`src/rtl/request_encoder_pkg.sv`:
```
// Shared helpers for request_encoder: index-width function and round-robin pointer reset value.
package request_encoder_pkg;

    // All-ones once cast to the pointer width, i.e. IN_WIDTH-1, so the first search starts at index 0.
    localparam int RR_PTR_RESET = -1;

    function automatic int clog2(input int value);
        int result;
        result = 0;
        while ((1 << result) < value) begin
            result++;
        end
        return result;
    endfunction

endpackage

```
`src/rtl/prio_select.sv`:
```
// Combinational selector: first set bit of mask found by searching upward from base, wrapping.
// N must be a power of two so the index arithmetic wraps on its own.
module prio_select
    import request_encoder_pkg::*;
#(
    parameter int N = 8,
    localparam int IW = clog2(N)
) (
    input  logic [N-1:0]  mask,
    input  logic [IW-1:0] base,
    output logic [IW-1:0] index,
    output logic          found
);

    always_comb begin
        // NOTE: every output gets a default before the loop so no path can infer a latch.
        index = '0;
        found = 1'b0;
        for (int k = 0; k < N; k++) begin
            if (!found && mask[base + IW'(k)]) begin
                index = base + IW'(k);
                found = 1'b1;
            end
        end
    end

endmodule

```
`src/rtl/request_encoder.sv`:
```
// Registered request encoder: records requests into a pending set and issues one index per handshake.
// Define REQUEST_ENCODER_RR_EN for round-robin selection; default is fixed lowest-index priority.
module request_encoder
    import request_encoder_pkg::*;
#(
    parameter int WIDTH       = 3,
    parameter int ACTIVE_HIGH = 0,
    localparam int IN_WIDTH   = 1 << WIDTH
) (
    input  logic                clk,
    input  logic                rst_n,
    input  logic [IN_WIDTH-1:0] req,
    input  logic                enable,
    output logic [WIDTH-1:0]    out,
    output logic                valid,
    input  logic                ready,
    output logic [IN_WIDTH-1:0] pending,
    output logic                overrun
);

    logic [IN_WIDTH-1:0] hit;
    logic [IN_WIDTH-1:0] new_req;
    logic [IN_WIDTH-1:0] stalled;
    logic [IN_WIDTH-1:0] claim;
    logic [IN_WIDTH-1:0] pending_next;
    logic [WIDTH-1:0]    base;
    logic [WIDTH-1:0]    sel_index;
    logic [WIDTH-1:0]    out_next;
    logic                found;
    logic                slot_free;
    logic                valid_next;
    logic                overrun_next;

`ifdef REQUEST_ENCODER_RR_EN
    logic [WIDTH-1:0] rr_ptr;

    assign base = rr_ptr + WIDTH'(1);

    always_ff @(posedge clk) begin
        if (!rst_n) begin
            rr_ptr <= WIDTH'(RR_PTR_RESET);
        end else if (slot_free && found) begin
            rr_ptr <= sel_index;
        end
    end
`else
    assign base = '0;
`endif

    prio_select #(.N(IN_WIDTH)) u_prio_select (
        .mask  (pending),
        .base  (base),
        .index (sel_index),
        .found (found)
    );

    always_comb begin
        hit        = (ACTIVE_HIGH != 0) ? req : ~req;
        new_req    = enable ? hit : '0;
        slot_free  = !valid || ready;
        stalled    = (valid && !ready) ? (IN_WIDTH'(1) << out) : '0;
        claim      = '0;
        out_next   = out;
        valid_next = valid;
        if (slot_free) begin
            valid_next = found;
            if (found) begin
                out_next = sel_index;
                claim    = IN_WIDTH'(1) << sel_index;
            end
        end
        overrun_next = |(new_req & (pending | stalled));
        // A repeat of the index held on a stalled output merges into it rather than queueing again.
        pending_next = (pending & ~claim) | (new_req & ~stalled);
    end

    always_ff @(posedge clk) begin
        // NOTE: non-blocking assignments keep every register reading the pre-edge values.
        if (!rst_n) begin
            pending <= '0;
            out     <= '0;
            valid   <= 1'b0;
            overrun <= 1'b0;
        end else begin
            pending <= pending_next;
            out     <= out_next;
            valid   <= valid_next;
            overrun <= overrun_next;
        end
    end

endmodule

```
`config.mk`:
```
export PLATFORM = sky130hd
export DESIGN_NAME = request_encoder
export DESIGN_NICKNAME = d
export VERILOG_FILES = /design/src/rtl/request_encoder_pkg.sv /design/src/rtl/prio_select.sv /design/src/rtl/request_encoder.sv
export SDC_FILE = /design/constraint.sdc
export NUM_CORES = 1
export LEC_CHECK = 0
export ABC_AREA = 0
export CAP_MARGIN = 20
export CORE_AREA = 2 2 47 49
export CTS_CLUSTER_DIAMETER = 40
export CTS_CLUSTER_SIZE = 24
export DETAILED_ROUTE_END_ITERATION = 12
export DIE_AREA = 0 0 49 51
export PLACE_DENSITY = 0.73
export SLEW_MARGIN = 20
export SYNTH_ARGS = -nofsm -noshare
export SYNTH_HDL_FRONTEND = slang
export SYNTH_SLANG_ARGS = --single-unit
```
`constraint.sdc`:
```
create_clock -name clk -period 3.3 [get_ports clk]
set_input_delay 0.66 -clock clk [delete_from_list [all_inputs] [get_ports clk]]
set_output_delay 0.66 -clock clk [all_outputs]
set_load 0.01 [all_outputs]
```
==> results.sh, run 1 <==
export IMPL_grt_pass1_wl_microns=4077
export IMPL_cts_sinks=13
export IMPL_path_class="flip-flop to output pin"
export IMPL_layout_common_cells="24 x clkdlybuf4s50_1, 13 x dfxtp_1, 10 x nor2_1"
export IMPL_p_leak_nw=0.4000
export IMPL_r2r_slack_ns=1.73
export IMPL_synth_flop_cell="dfxtp_1"
export IMPL_finalSetupTns_ns=0
export IMPL_multi_input_area_sq_um=545.5
export IMPL_fmax_mhz=470.2
export IMPL_synth_edff_count=0
export IMPL_drt_first_pass_iters=4
export IMPL_drt_iter0_drc=60
export IMPL_synthesis_area_sq_um=842.1
export IMPL_synthDistinctLibCells=37
export IMPL_clk_latency_ns=0.27
export IMPL_slew_headroom_pct=66.10
export IMPL_vdd_ir_drop_max_v=0.0002558
export IMPL_syn_mean_instance_area_sq_um=8.255
export IMPL_tightestPinTransition_ns=0.5074
export IMPL_post_cts_buffers=0
export IMPL_async_flop_share_pct=0
export IMPL_ys_ff_latch=13
export IMPL_synth_top_area_share_pct=30.91
export IMPL_fin_crit_ns=2.127
export IMPL_min_from="pending[7]$_SDFF_PN0_"
export IMPL_reg2reg_from="pending[2]$_SDFF_PN0_"
export IMPL_worstHoldPathType="flip-flop to flip-flop"
export IMPL_nFillCells=211
export IMPL_num_rows=17
export IMPL_grt_pass1_vias=873
export IMPL_pin_count=25
export IMPL_final_common_cell="clkdlybuf4s50_1"
export IMPL_synth_top_cells_by_area="dfxtp_1 31%, nand2b_1 6.7%, nor2_1 4.5%"
export IMPL_die_width_microns=49
export IMPL_synth_adder_area_share_pct=0
export IMPL_grt_max_degree=14
export IMPL_critical_path_top_delay_family="buffers and inverters"
export IMPL_cellPowerDensity_nw_per_um2=418.7
export IMPL_drcViolationCount=0
export IMPL_critPathLaunch="out[2]$_SDFFE_PN0P_"
export IMPL_synth_warnings=0
export IMPL_vias_per_cell=6.078
export IMPL_regArea_sq_um=260.3
export IMPL_synth_seq_area_share_pct=30.91
export IMPL_period_share_pct=64.44
export IMPL_h_tree_depth=1
export IMPL_worstPathBufferInverterCount=1
export IMPL_grt_total_usage_pct=21.35
export IMPL_die_area_sq_um=2499
export IMPL_vias=936
export IMPL_antenna_diode_count=0
export IMPL_synth_top_family_by_area="compound AO/OA/AOI/OAI gates"
export IMPL_synth_xor_area_share_pct=0
export IMPL_clockBufferDepth=2
export IMPL_grt_overflow=0
export IMPL_die_y_microns=51
export IMPL_report_final_slew_viol_count=0
export IMPL_setup_viol=0
export IMPL_antenna_found_initial=0
export IMPL_drive_gt1_share_pct=5.556
export IMPL_cts_tree="yes"
export IMPL_coreArea_sq_um=2063
export IMPL_crit_slowest_cell="clkdlybuf4s50_1"
export IMPL_fin_area_sq_um=1126
export IMPL_ant_nets=0
export IMPL_cts_resized=0
export IMPL_initial_utilization_pct=40.81
export IMPL_syn_inst=102
export IMPL_slowest_delay_ns=0.62
export IMPL_cts_clk_slew_worst_paths_ns=0.08
export IMPL_synth_compound_area_share_pct=36.55
export IMPL_routedWlPerCell_microns=16.05
export IMPL_cts_buffers=3
export IMPL_maxCapViolations=0
export IMPL_synth_nets=114
export IMPL_cts_hold_buf=0
export IMPL_min_path_cells=2
export IMPL_cp_max_fo=11
export IMPL_start_kind="flip-flop"
export IMPL_routed_wirelength_microns=2472
export IMPL_cp_end_kind="output pin"
export IMPL_gp_congestion=0.8970
export IMPL_path_depth=1
export IMPL_io_buffers=24
export IMPL_place_area_sq_um=1100
export IMPL_yosys_area_share_simple_pct=25.71
export IMPL_cts_root_buf="clkbuf_4"
export IMPL_nets=139
export IMPL_rsz0062_at_grt="false"
export IMPL_fin_worst_skew_ns=0.004336
export IMPL_syn2layout_area_growth_pct=33.73
export IMPL_synthMuxAreaShare_pct=2.526
export IMPL_cp_arrival_ns=1.47
export IMPL_status="finished clean"
export IMPL_yosysTopAreaCell="dfxtp_1"
export IMPL_dp_hpwl_microns=1811
export IMPL_cp_cell_sequence="clkdlybuf4s50_1"
export IMPL_crit_required_ns=2.64
export IMPL_hold_viol_final=0
export IMPL_ff2ff_path_depth=4
==> flip-flops by register name, summed over array words and instances (netlist names) <==
signal / count
pending: 8
out: 3
overrun: 1
valid: 1
==> cells in the mapped netlist, types with 2 or more instances <==
| cell type | instances |
|---|---|
| o21a_1 | 4 |
| o2111ai_1 | 2 |
| clkbuf_1 | 2 |
| nand2_1 | 7 |
| nand2b_1 | 9 |
| or2b_1 | 2 |
| a31oi_1 | 2 |
| dfxtp_1 | 13 |
| o21ai_0 | 7 |
| a21oi_1 | 4 |
| nor2b_1 | 3 |
| inv_1 | 5 |
| o221a_1 | 2 |
| nor2_1 | 10 |
| buf_2 | 2 |
| a211oi_1 | 4 |
| a311oi_1 | 3 |
| o22ai_1 | 2 |
==> area by class of cell <==
class	instances	area share (%)
clock buffers	4	2.333
inverters	5	1.667
multi-input cells	80	48.44
flip-flops and latches	13	23.11
well taps	28	3.111
repair buffers	24	21.33
==> per-layer routing <==
| layer | global-route usage (%) | vias up | routed length [microns] |
|---|---|---|---|
| met5 | 0 | - | 0 |
| met4 | 10.00 | 0 | 54 |
| met3 | 3.801 | 6 | 213 |
| met2 | 34.70 | 60 | 1171 |
| met1 | 27.52 | 435 | 1032 |
| li1 | - | 435 | - |
==> stage by stage <==
stage               hold slack, ns  util [%]  instances  setup slack [ns]   power, W
finish                      0.5667     54.58        154             1.173  0.0004715
global route                0.5951     54.58        154             1.103  0.0004992
CTS                         0.5716     54.58        154             1.164  0.0004703
detailed placement          0.5551     53.31        150             1.217  0.0003720
global placement            0.5363     53.31        150             1.232  0.0003709
floorplan                   0.5397         -        102             1.812  0.0002998
==> power breakdown <==
part	switching, W	leakage [nW]	internal [W]
Clock	0.0000525	0.0150	0.0000468
Sequential	0.0000342	0.108	0.000173
Combinational	0.0000783	0.278	0.0000864
Total	0.000165	0.400	0.000307
==> worst reg2reg max path: stages (launching register included) <==
cell      delay (ns)
dfxtp_1         0.40
nor4_4          0.45
nand4b_2        0.25
a211oi_1        0.29
nor2_1          0.07
==> final timing paths <==
| check | to |
|---|---|
| worst min register to register | pending[7]$_SDFF_PN0_ |
| worst max-delay path | out[2] |
| worst max register to register | pending[3]$_SDFF_PN0_ |
| worst min-delay path | pending[7]$_SDFF_PN0_ |
==> cell families (layout without fill, tap and decap cells) <==
logic type | after synthesis | in the layout
buf+inv | 9 | 33
flops | 13 | 13
mux | 2 | 2
simple gates | 37 | 37
compound gates | 41 | 41
(Power assumes the default switching activity.)
==> run 2, diff against run 1 <==
- clock period: 3.3 -> 1.97 ns (I/O delays scaled with it)
==> run 2 against run 1 <==
Sequential share of layout area down 0.30 points. Register-to-register slack worse by 1.3 ns. Core utilization up 0.73 points. Critical path type unchanged. Highest routed layer unchanged.
==> results.sh, run 2 (synthesis gave the netlist of run 1 again) <==
export IMPL_fin_crit_ns=1.868
export IMPL_setup_viol=0
export IMPL_gp_congestion=0.9078
export IMPL_largest_reg_flops=8
export IMPL_grt_pass1_wl_microns=3912
export IMPL_path_class="flip-flop to output pin"
export IMPL_routed_wirelength_microns=2472
export IMPL_pin_count=25
export IMPL_hold_ws_ns=0.5515
export IMPL_layout_common_cells="24 x clkdlybuf4s50_1, 13 x dfxtp_1, 10 x nor2_1"
export IMPL_dp_hpwl_microns=1815
export IMPL_maxCapViolations=0
export IMPL_status="finished clean"
export IMPL_vias_per_cell=6.032
export IMPL_cts_buffers=3
export IMPL_worstHoldPathType="flip-flop to flip-flop"
export IMPL_cp_cell_sequence="clkdlybuf4s50_1"
export IMPL_cp_arrival_ns=1.47
export IMPL_reg2reg_from="pending[2]$_SDFF_PN0_"
export IMPL_syn2layout_area_growth_pct=35.51
export IMPL_cp_max_fo=11
export IMPL_place_area_sq_um=1115
export IMPL_finalSetupTns_ns=0
export IMPL_grt_pass1_vias=841
export IMPL_drive_gt1_share_pct=7.031
export IMPL_cts_sinks=13
export IMPL_cts_tree="yes"
export IMPL_whs_endpoint="pending[7]$_SDFF_PN0_"
export IMPL_cts_resized=0
export IMPL_antenna_diode_count=0
export IMPL_hold_viol_final=0
export IMPL_coreArea_sq_um=2063
export IMPL_die_y_microns=51
export IMPL_power_frac_clock_pct=21.3
export IMPL_ff2ff_path_depth=4
export IMPL_r2r_end="pending[3]$_SDFF_PN0_"
export IMPL_nets=141
export IMPL_slowest_delay_ns=0.62
export IMPL_grt_total_usage_pct=20.35
export IMPL_drt_iter0_drc=47
export IMPL_clockBufferDepth=2
export IMPL_drt_first_pass_iters=5
export IMPL_p_seq_share_pct=43.6
export IMPL_num_rows=17
export IMPL_nFillCells=191
export IMPL_p_int_w=0.0005172
export IMPL_min_from="pending[7]$_SDFF_PN0_"
export IMPL_top_register="pending"
export IMPL_crit_required_ns=1.58
export IMPL_fmax_mhz=535.2
export IMPL_cts_hold_buf=0
export IMPL_antenna_found_initial=0
export IMPL_cts_root_buf="clkbuf_4"
export IMPL_rsz0062_at_grt="false"
export IMPL_h_tree_depth=1
export IMPL_ant_nets=0
export IMPL_cts_clk_slew_worst_paths_ns=0.08
export IMPL_tightestPinTransition_ns=0.4164
export IMPL_switchingPower_w=0.0002774
export IMPL_vias=941
export IMPL_start_kind="flip-flop"
export IMPL_fin_worst_skew_ns=0.005112
export IMPL_routedWlPerCell_microns=15.85
export IMPL_die_area_sq_um=2499
export IMPL_p_leak_nw=0.4100
export IMPL_critical_path_top_delay_family="buffers and inverters"
export IMPL_r2r_slack_ns=0.39
export IMPL_period_share_pct=94.84
export IMPL_slew_headroom_pct=72.20
export IMPL_pwr_share_comb_pct=35.1
export IMPL_grt_overflow=0
export IMPL_io_buffers=24
export IMPL_final_common_cell="clkdlybuf4s50_1"
export IMPL_drcViolationCount=0
export IMPL_min_path_cells=2
export IMPL_clk_latency_ns=0.28
export IMPL_grt_max_degree=12
export IMPL_cp_end_kind="output pin"
export IMPL_crit_slowest_cell="clkdlybuf4s50_1"
export IMPL_fin_area_sq_um=1141
export IMPL_post_cts_buffers=0
export IMPL_die_width_microns=49
export IMPL_report_final_slew_viol_count=0
export IMPL_cellPowerDensity_nw_per_um2=696.3
export IMPL_worstPathBufferInverterCount=1
export IMPL_swShare_pct=34.91
export IMPL_vdd_ir_drop_max_v=0.0004243
export IMPL_initial_utilization_pct=40.81
export IMPL_reg_top3="pending (8), out (3)"
==> run 2: worst register-to-register path, delay by kind of cell, from the launching register on <==
family | cells | cell delay [ns]
flops | 1 | 0.42
compound gates | 1 | 0.29
simple gates | 3 | 0.77
==> run 2: layout make-up <==
class / count / area, sq um / area share [%]
clock buffer: 4 / 26.28 / 2.303
inverter: 5 / 18.77 / 1.645
multi-input combinational: 80 / 545.5 / 47.81
sequential: 13 / 260.3 / 22.81
tap: 28 / 35.03 / 3.070
timing repair buffer: 26 / 255.2 / 22.37
==> run 2: how the worst max path moves through the flow <==
| stage | start | end | slack [ns] | depth (start not counted) |
|---|---|---|---|---|
| floorplan | pending[2]$_SDFF_PN0_ | pending[3]$_SDFF_PN0_ | 0.62 | 4 |
| global route | out[2]$_SDFFE_PN0P_ | out[2] | 0.02 | 1 |
| global placement | ready | pending[2]$_SDFF_PN0_ | 0.20 | 5 |
| CTS | out[2]$_SDFFE_PN0P_ | out[2] | 0.10 | 1 |
| finish | out[2]$_SDFFE_PN0P_ | out[2] | 0.10 | 1 |
| detailed placement | ready | pending[3]$_SDFF_PN0_ | 0.16 | 5 |
==> run 2: metrics by stage <==
stage	worst slack (ns)	instances	utilization [%]	power (W)
finish	0.1016	156	55.31	0.0007946
global route	0.02454	156	55.31	0.0008390
CTS	0.1010	156	55.31	0.0007914
detailed placement	0.1562	152	54.03	0.0006252
global placement	0.2020	152	54.03	0.0006230
floorplan	0.6218	102	-	0.0005022
==> run 2: power by group through the flow <==
stage	Sequential (W)	Combinational, W	Clock, W
final	0.000347	0.000279	0.000169
after detailed placement	0.000351	0.000274	0
after global routing	0.000351	0.000302	0.000185
after CTS	0.000345	0.000277	0.000170
after floorplan	0.000339	0.000163	0
after global placement	0.000350	0.000273	0
==> run 2: per-layer routing <==
metal | GRT usage [%] | vias up | share of wire, %
met5 | 0 | - | 0
met4 | 8.571 | 0 | 1.9
met3 | 3.509 | 7 | 10
met2 | 33.56 | 67 | 46
met1 | 26.31 | 425 | 42
li1 | - | 442 | -
